### config.mk
export PLATFORM = sky130hd
export DESIGN_NAME = mul_mod_flat
export DESIGN_NICKNAME = d
export VERILOG_FILES = /design/src/rtl/mul_mod_pkg.sv /design/src/rtl/mul_mod_if.sv /design/src/rtl/mul_mod_step.sv /design/src/rtl/mul_mod.sv /design/src/flat_wrapper.sv
export SDC_FILE = /design/constraint.sdc
export NUM_CORES = 2
export LEC_CHECK = 0
export CAP_MARGIN = 25
export CORE_MARGIN = 2
export CORE_UTILIZATION = 65
export DETAILED_ROUTE_END_ITERATION = 8
export DONT_BUFFER_PORTS = 1
export HOLD_SLACK_MARGIN = 0.1
export PLACE_DENSITY_LB_ADDON = 0.15
export RECOVER_POWER = 25
export SETUP_SLACK_MARGIN = 0.4
export SLEW_MARGIN = 20
export SYNTH_ARGS = -nofsm -noshare
export SYNTH_HDL_FRONTEND = slang
export SYNTH_SLANG_ARGS = --single-unit
### constraint.sdc
create_clock -name clk -period 10.6 [get_ports clk]
set_input_delay 2.65 -clock clk [delete_from_list [all_inputs] [get_ports clk]]
set_output_delay 2.65 -clock clk [all_outputs]
set_load 0.005 [all_outputs]
### src/rtl/mul_mod_pkg.sv
// Shared types and helpers for the mul_mod sequential modular multiplier.
package mul_mod_pkg;

  localparam int WIDTH_DEF = 128;
  localparam int CNT_W     = $clog2(WIDTH_DEF);

  typedef enum logic {
    IDLE = 1'b0,
    RUN  = 1'b1
  } state_t;

  // (x + y) mod m for x, y < m; the extra bit keeps the sum from wrapping when m is near 2^WIDTH.
  function automatic logic [WIDTH_DEF-1:0] modadd(input logic [WIDTH_DEF-1:0] x,
                                                  input logic [WIDTH_DEF-1:0] y,
                                                  input logic [WIDTH_DEF-1:0] m);
    logic [WIDTH_DEF:0] sum;
    sum = {1'b0, x} + {1'b0, y};
    if (sum >= {1'b0, m}) sum = sum - {1'b0, m};
    return sum[WIDTH_DEF-1:0];
  endfunction

endpackage

### src/rtl/mul_mod_if.sv
// Request/response bundle between a client and the mul_mod multiplier.
interface mul_mod_if #(parameter int WIDTH = mul_mod_pkg::WIDTH_DEF);

  logic             start;
  logic [WIDTH-1:0] a;
  logic [WIDTH-1:0] b;
  logic [WIDTH-1:0] m;
  logic [WIDTH-1:0] res;
  logic             busy;
  logic             valid;
  logic             err;

  modport master (output start, a, b, m, input res, busy, valid, err);
  modport slave  (input start, a, b, m, output res, busy, valid, err);

endinterface

### src/rtl/mul_mod_step.sv
// One MSB-first step of interleaved modular multiplication: acc*2 (+a) mod m.
module mod_step #(
  parameter int WIDTH = 128
) (
  input  logic [WIDTH-1:0] acc,
  input  logic [WIDTH-1:0] a,
  input  logic [WIDTH-1:0] m,
  input  logic             bit_b,
  output logic [WIDTH-1:0] s
);

  logic [WIDTH:0]   mx;
  logic [WIDTH:0]   d2;
  logic [WIDTH-1:0] d;
  logic [WIDTH:0]   s2;

  always_comb begin
    mx = {1'b0, m};
    d2 = {acc, 1'b0};
    d  = (d2 >= mx) ? WIDTH'(d2 - mx) : WIDTH'(d2);
    s2 = {1'b0, d} + {1'b0, a};
    if (bit_b) begin
      s = (s2 >= mx) ? WIDTH'(s2 - mx) : WIDTH'(s2);
    end else begin
      s = d;
    end
  end

endmodule

### src/rtl/mul_mod.sv
// Sequential modular multiplier res = a*b mod m, one bit of b per cycle, MSB first.
// Optional operand range check is built when MUL_MOD_RANGE_CHECK_EN is defined.
//   state | meaning
//   IDLE  | waiting for start; res/valid hold the last result
//   RUN   | stepping through b, cnt = bit index being consumed
module mul_mod
  import mul_mod_pkg::*;
#(
  parameter int WIDTH = WIDTH_DEF
) (
  input logic     clk,
  input logic     rst_n,
  mul_mod_if.slave bus
);

  localparam int CW = $clog2(WIDTH);

  state_t           state, state_nxt;
  logic [WIDTH-1:0] a_q, b_q, m_q, acc, res_q;
  logic [WIDTH-1:0] a_nxt, b_nxt, m_nxt, acc_nxt, res_nxt;
  logic [CW-1:0]    cnt, cnt_nxt;
  logic             busy_q, busy_nxt, valid_q, valid_nxt;
  logic [WIDTH-1:0] step;
  logic             accept;
  logic             skip;

  assign accept = (state == IDLE) && bus.start;

  mod_step #(.WIDTH(WIDTH)) u_step (
    .acc   (acc),
    .a     (a_q),
    .m     (m_q),
    .bit_b (b_q[cnt]),
    .s     (step)
  );

  always_ff @(posedge clk) begin
    if (!rst_n) begin
      state   <= IDLE;
      a_q     <= '0;
      b_q     <= '0;
      m_q     <= '0;
      acc     <= '0;
      cnt     <= '0;
      res_q   <= '0;
      busy_q  <= 1'b0;
      valid_q <= 1'b0;
    end else begin
      state   <= state_nxt;
      a_q     <= a_nxt;
      b_q     <= b_nxt;
      m_q     <= m_nxt;
      acc     <= acc_nxt;
      cnt     <= cnt_nxt;
      res_q   <= res_nxt;
      busy_q  <= busy_nxt;
      valid_q <= valid_nxt;
    end
  end

  always_comb begin
    state_nxt = state;
    a_nxt     = a_q;
    b_nxt     = b_q;
    m_nxt     = m_q;
    acc_nxt   = acc;
    cnt_nxt   = cnt;
    res_nxt   = res_q;
    busy_nxt  = busy_q;
    valid_nxt = valid_q;
    unique case (state)
      IDLE: begin
        if (bus.start) begin
          a_nxt     = bus.a;
          b_nxt     = bus.b;
          m_nxt     = bus.m;
          acc_nxt   = '0;
          cnt_nxt   = CW'(WIDTH - 1);
          valid_nxt = 1'b0;
          busy_nxt  = 1'b1;
          state_nxt = RUN;
        end
      end
      RUN: begin
        if (skip) begin
          // Rejected operands: finish immediately with a zero result.
          res_nxt   = '0;
          valid_nxt = 1'b1;
          busy_nxt  = 1'b0;
          state_nxt = IDLE;
        end else begin
          acc_nxt = step;
          cnt_nxt = cnt - CW'(1);
          if (cnt == '0) begin
            res_nxt   = step;
            valid_nxt = 1'b1;
            busy_nxt  = 1'b0;
            state_nxt = IDLE;
          end
        end
      end
      default: state_nxt = IDLE;
    endcase
  end

`ifdef MUL_MOD_RANGE_CHECK_EN
  logic err_q, bad_q, range_bad;

  assign range_bad = (bus.a >= bus.m) || (bus.b >= bus.m) || (bus.m < WIDTH'(2));

  always_ff @(posedge clk) begin
    if (!rst_n) begin
      err_q <= 1'b0;
      bad_q <= 1'b0;
    end else if (accept) begin
      err_q <= 1'b0;
      bad_q <= range_bad;
    end else if (state == RUN && bad_q) begin
      err_q <= 1'b1;
      bad_q <= 1'b0;
    end
  end

  assign skip    = bad_q;
  assign bus.err = err_q;
`else
  assign skip    = 1'b0;
  assign bus.err = 1'b0;
`endif

  assign bus.res   = res_q;
  assign bus.busy  = busy_q;
  assign bus.valid = valid_q;

endmodule
### src/flat_wrapper.sv
// flat-port wrapper written by rule: the top's interface ports become plain ports
module mul_mod_flat import mul_mod_pkg::*;
#(
  parameter int WIDTH = WIDTH_DEF
)
  (clk, rst_n, bus_start, bus_a, bus_b, bus_m, bus_res, bus_busy, bus_valid, bus_err);
  mul_mod_if #(.WIDTH(WIDTH)) bus_i ();
  input logic clk;
  input logic rst_n;
  input wire logic [$bits(bus_i.start)-1:0] bus_start;
  input wire logic [$bits(bus_i.a)-1:0] bus_a;
  input wire logic [$bits(bus_i.b)-1:0] bus_b;
  input wire logic [$bits(bus_i.m)-1:0] bus_m;
  output wire logic [$bits(bus_i.res)-1:0] bus_res;
  output wire logic [$bits(bus_i.busy)-1:0] bus_busy;
  output wire logic [$bits(bus_i.valid)-1:0] bus_valid;
  output wire logic [$bits(bus_i.err)-1:0] bus_err;
  assign bus_i.start = bus_start;
  assign bus_i.a = bus_a;
  assign bus_i.b = bus_b;
  assign bus_i.m = bus_m;
  assign bus_res = bus_i.res;
  assign bus_busy = bus_i.busy;
  assign bus_valid = bus_i.valid;
  assign bus_err = bus_i.err;
  mul_mod #(.WIDTH(WIDTH)) u_core (.clk(clk), .rst_n(rst_n), .bus(bus_i));
endmodule
==> out/metrics.yaml, run 1 <==
cts:
  cts_root_buffer: "sky130_fd_sc_hd__clkbuf_16"
  maximum_buffer_depth_of_the_clock_tree: 3
  cts_made_buffers: 70
  cts_sinks: 650
  htree_num_levels: 3
synth:
  synth_cell_types: 99
  synthesis.nets: 8325
  async_reset_ff_frac: 0
  synth.cell_area_um2: 53800
  synthesis.yosys.warnings: 0
  ys_seq_elements: 650
  syn_inst: 7548
  synth-seq-area-share: 0.242
  synthesis.area_per_instance_um2: 7.13
  synth_flop_cell: "sky130_fd_sc_hd__dfxtp_1"
  synth_edf_count: 0
run_status:
  lastStage: "global routing (5_1_grt)"
  outcome: "stopped before the end"
  first_error_line_in_the_log: "[ERROR GRT-0232] Routing congestion too high. Check the congestion heatmap in the GUI."
floorplanning:
  num_rows: 105
  die_height_um: 292
  die_outline_width_um: 292
  i_o_pins: 518
  initial_core_util: 0.656
grt:
  grt_start_max_net_pins: 205
  globalRouteOverflowTotal: 99
  grtUsageTotal: 0.729
placed_design:
  detailed_placement_hpwl_um: 197000
  io_buffer_count: 0
  globalplace.congestion: 1.22
-- Yosys cell counts, drive strengths merged (11+ instances only) --
library cell / number / area share
nand2: 1442 / 0.10
a21oi: 1086 / 0.10
dfxtp: 650 / 0.24
o21ai: 601 / 0.056
clkbuf: 389 / 0.027
ha: 387 / 0.090
nor2: 364 / 0.025
inv: 281 / 0.020
nand3: 222 / 0.021
nand4: 214 / 0.025
xnor2: 206 / 0.034
xor2: 136 / 0.022
a21o: 134 / 0.019
mux2: 129 / 0.027
nor3: 109 / 0.010
mux2i: 101 / 0.019
o21bai: 100 / 0.014
buf: 81 / 0.0086
o21a: 74 / 0.010
o31ai: 64 / 0.0091
a31oi: 62 / 0.0072
a211oi: 56 / 0.0078
o211ai: 54 / 0.0075
nor4: 43 / 0.0050
or3: 41 / 0.0049
a21boi: 38 / 0.0053
mux4: 38 / 0.016
nand2b: 37 / 0.0043
and3: 32 / 0.0037
and2: 30 / 0.0035
nor2b: 29 / 0.0034
a221oi: 21 / 0.0034
a32o: 21 / 0.0039
and4: 19 / 0.0031
or2: 18 / 0.0021
a22o: 16 / 0.0026
o221ai: 15 / 0.0024
o2111ai: 13 / 0.0021
a211o: 11 / 0.0018
o41ai: 11 / 0.0018
or4: 11 / 0.0015
-- per-layer routing --
metal  track usage  overflow
met1         0.764         5
met3         0.539        12
met2         0.905        49
met5         0.239         0
met4         0.680        33
-- timing repair --
| action | in CTS |
|---|---|
| endpoints found under the hold margin | 0 |
| pin swaps | 21 |
| setup buffers | 20 |
| hold buffers | 0 |
| gates cloned | 3 |
| endpoints found under the setup margin | 256 |
| resized for setup | 135 |
-- cells by family after synthesis --
group	Yosys count	share of synthesized area
xor+xnor	342	0.0556
other cells	1	0.0000696
fa+ha+maj	390	0.0910
mux	268	0.0617
flops	650	0.242
compound gates	2504	0.277
simple gates	2640	0.218
buf+inv	753	0.0554
-- through the flow --
stage | instances | setup TNS, ns | worst slack (ns) | area [µm²] | hold WS (ns)
after floorplan | 7548 | 0 | 1.51 | 53800 | 0.433
after global placement | 9419 | -65.95 | -0.577 | 63100 | 0.439
after detailed placement | 9419 | -127.76 | -0.833 | 63100 | 0.445
after CTS | 9570 | 0 | 0.358 | 66500 | 0.457
==> inputs of run 2 (changes only) <==
Settings changed: CORE_UTILIZATION 65 to 40, HOLD_SLACK_MARGIN 0.1 to unset, SETUP_SLACK_MARGIN 0.4 to unset.
==> run 2 against run 1 <==
  * The flow now finishes, with violations (capacitance limit, slew limit)
  * Synthesized cell count unchanged
  * Synthesized area stayed put
==> out/metrics.yaml, run 2 <==
run_status:
  outcome: "finished with violations"
  failed_checks: "capacitance limit, slew limit"
placed_design:
  dpl_worst_slack_ns: -0.864
  detailed_placement_hpwl_um: 243000
  globalplace.congestion: 1.04
  postPlaceCellArea_um2: 70000
  io_buffer_count: 0
  placedCellCount: 10900
floorplanning:
  die_height_um: 371
  fp.coreArea_um2: 133000
  i_o_pins: 518
  die_outline_width_um: 371
  fp.dieArea_um2: 138000
  num_rows: 134
  initial_core_util: 0.403
synth:
  synthesis.area_per_instance_um2: 7.13
  async_reset_ff_frac: 0
  post-synth-top-area-fraction: 0.242
  synthesis.nets: 8325
  synth.cell_area_um2: 53800
  synth_top_cell_by_area: "sky130_fd_sc_hd__dfxtp_1"
  synth_flop_cell: "sky130_fd_sc_hd__dfxtp_1"
  ys_seq_elements: 650
  synthesis.yosys.warnings: 0
  synth_cell_types: 99
  netlist_top_cells_area: "sky130_fd_sc_hd__dfxtp_1, sky130_fd_sc_hd__a21oi_1, sky130_fd_sc_hd__nand2_1"
  yosysMostFrequentCell: "sky130_fd_sc_hd__nand2_1"
  synth_edf_count: 0
  syn_inst: 7548
  synth-seq-area-share: 0.242
  synthTopCellsByCount: "sky130_fd_sc_hd__nand2_1, sky130_fd_sc_hd__a21oi_1, sky130_fd_sc_hd__dfxtp_1, sky130_fd_sc_hd__o21ai_0, sky130_fd_sc_hd__clkbuf_1"
grt:
  globalRoute.busiestLayer: "met2"
  number_of_antenna_violations_at_the_first_check_in_global_routing: 8
  grt_first_pass_wirelength_um: 423000
  met3_usage: 0.0837
  first_global_vias: 62900
  grt_start_max_net_pins: 197
  met1_usage_in_global_routing: 0.538
  globalRouteOverflowTotal: 0
  grtUsageTotal: 0.416
  grt_util_met2: 0.655
cts:
  postCtsHoldBufs: 0
  maximum_buffer_depth_of_the_clock_tree: 3
  cts_root_buffer: "sky130_fd_sc_hd__clkbuf_16"
  cts_made_buffers: 78
  clock_latency_ns: 0.73
  cts_sinks: 650
  worst_setup_hold_path_clk_slew_ns: 0.06
  htree_num_levels: 3
  tritoncts: "done"
hold_path:
  min-delay-path-class: "reg -> reg"
timing:
  relSlewSlack: -1.76
  finClkSkew_ns: 0.0394
  final.period_utilization: 0.983
  final_count_of_hold_timing_violations: 0
  worst_pin_slew_ns: 4.14
  fmax_mhz: 96.0
  setup_violation_total_in_the_final_timing_report: 0
  timing.final.max_slew_violations: 272
  totalNegativeSetupSlack_ns: 0
  finalWorstSetupSlack_ns: 0.182
  finalWorstPathRequiredPeriod_ns: 10.42
routing:
  antenna_left: 0
  wire_per_inst_um: 27.0
  viasPerCell: 5.95
  drc: 0
  finalWirelength_um: 299000
  drt_first_iter_violations: 6710
  detailroute.via_count: 65800
  detailedRoute.firstPassIterationCount: 6
cells_and_area:
  finalInstanceArea_um2: 74000
  area_growth_syn_to_layout_pct: 37.4
  post_layout_nonfiller_instances: 11100
  final_nets: 10000
  mostFrequentLayoutCells: "sky130_fd_sc_hd__buf_4, sky130_fd_sc_hd__nand2_1, sky130_fd_sc_hd__a21oi_1"
  post_route_cells_drive_above_1_share: 0.274
  mostFrequentLayoutCell: "sky130_fd_sc_hd__buf_4"
worst_setup_path:
  critPathKind: "reg -> reg"
  cp-end-kind: "flop"
  cp_top_family: "compound AO/OA/AOI/OAI gates"
  timing.critical_path.buf_inv: 14
  cp.required_ns: 11.20
  timing.critical_path.mode_cell: "sky130_fd_sc_hd__buf_4"
  critical-path-max-stage-delay_ns: 0.43
  critical_path_arrival_ns: 11.02
  timing.critical_path.from_type: "flop"
  slowest_stage: "sky130_fd_sc_hd__ha_1"
  crit_path_max_fanout: 6
run:
  max-cap-violations: 3
## run 2: tightest hold or removal path, stage by stage (launching register included)
cell	delay, ns
sky130_fd_sc_hd__dfxtp_1	0.30
sky130_fd_sc_hd__nand2_1	0.05
sky130_fd_sc_hd__a21oi_1	0.05
## run 2: per-layer routing
metal | up-vias | wire, µm
met5 | - | 36
met4 | 4 | 17700
met3 | 597 | 26700
met2 | 3026 | 130000
met1 | 31700 | 124000
li1 | 30500 | -
## run 2: final cells by class
| class | instances | area, µm² |
|---|---|---|
| fillers | 13300 | 59500 |
| diodes | 5 | 12.5 |
| well taps | 1768 | 2210 |
| repair buffers | 2065 | 16100 |
| inverters | 283 | 1070 |
| multi-input cells | 6146 | 38800 |
| clock inverters | 34 | 539 |
| flip-flops and latches | 650 | 13000 |
| clock buffers | 107 | 2220 |
## run 2: timing repair
action / 4_1_cts / 5_1_grt
setup endpoints to repair: 256 / 256
pin swaps: 4 / 21
setup buffers: 2 / 16
resized for setup: 49 / 164
cloned: 0 / 6
## run 2: path summary, 6_finish.rpt
kind | startpoint | to | slack (ns) | cells after the start
worst max-delay path | u_core.m_q[71] | u_core.bus.res[121] | 0.18 | 46
worst min-delay path | u_core.b_q[106] | u_core.b_q[106] | 0.45 | 2
worst max register to register | u_core.m_q[71] | u_core.bus.res[121] | 0.18 | 46
worst min register to register | u_core.b_q[106] | u_core.b_q[106] | 0.45 | 2
## run 2: through the flow
step | util | hold WS [ns]
2_1_floorplan | - | 0.433
3_3_place_gp | 0.525 | 0.439
3_5_place_dp | 0.525 | 0.444
4_1_cts | 0.547 | 0.452
5_1_grt | 0.554 | 0.469
6_report | 0.554 | 0.451
## run 2: logic make-up (layout without fill, tap and decap cells)
logic type               count (synthesis)  count (layout)  synth area share
AND/OR/NAND/NOR                       2640            2641             0.218
multiplexers                           268             268            0.0617
XOR/XNOR                               342             342            0.0556
buffers and inverters                  753            2489            0.0554
AO/OA/AOI/OAI                         2504            2504             0.277
other                                    1               6         0.0000696
flip-flops                             650             650             0.242
adder cells (fa/ha/maj)                390             390            0.0910
Power of run 2 is left out: the tool's default activity adds up to more than one toggle a clock period on the data nets, which glitch-free logic cannot reach.
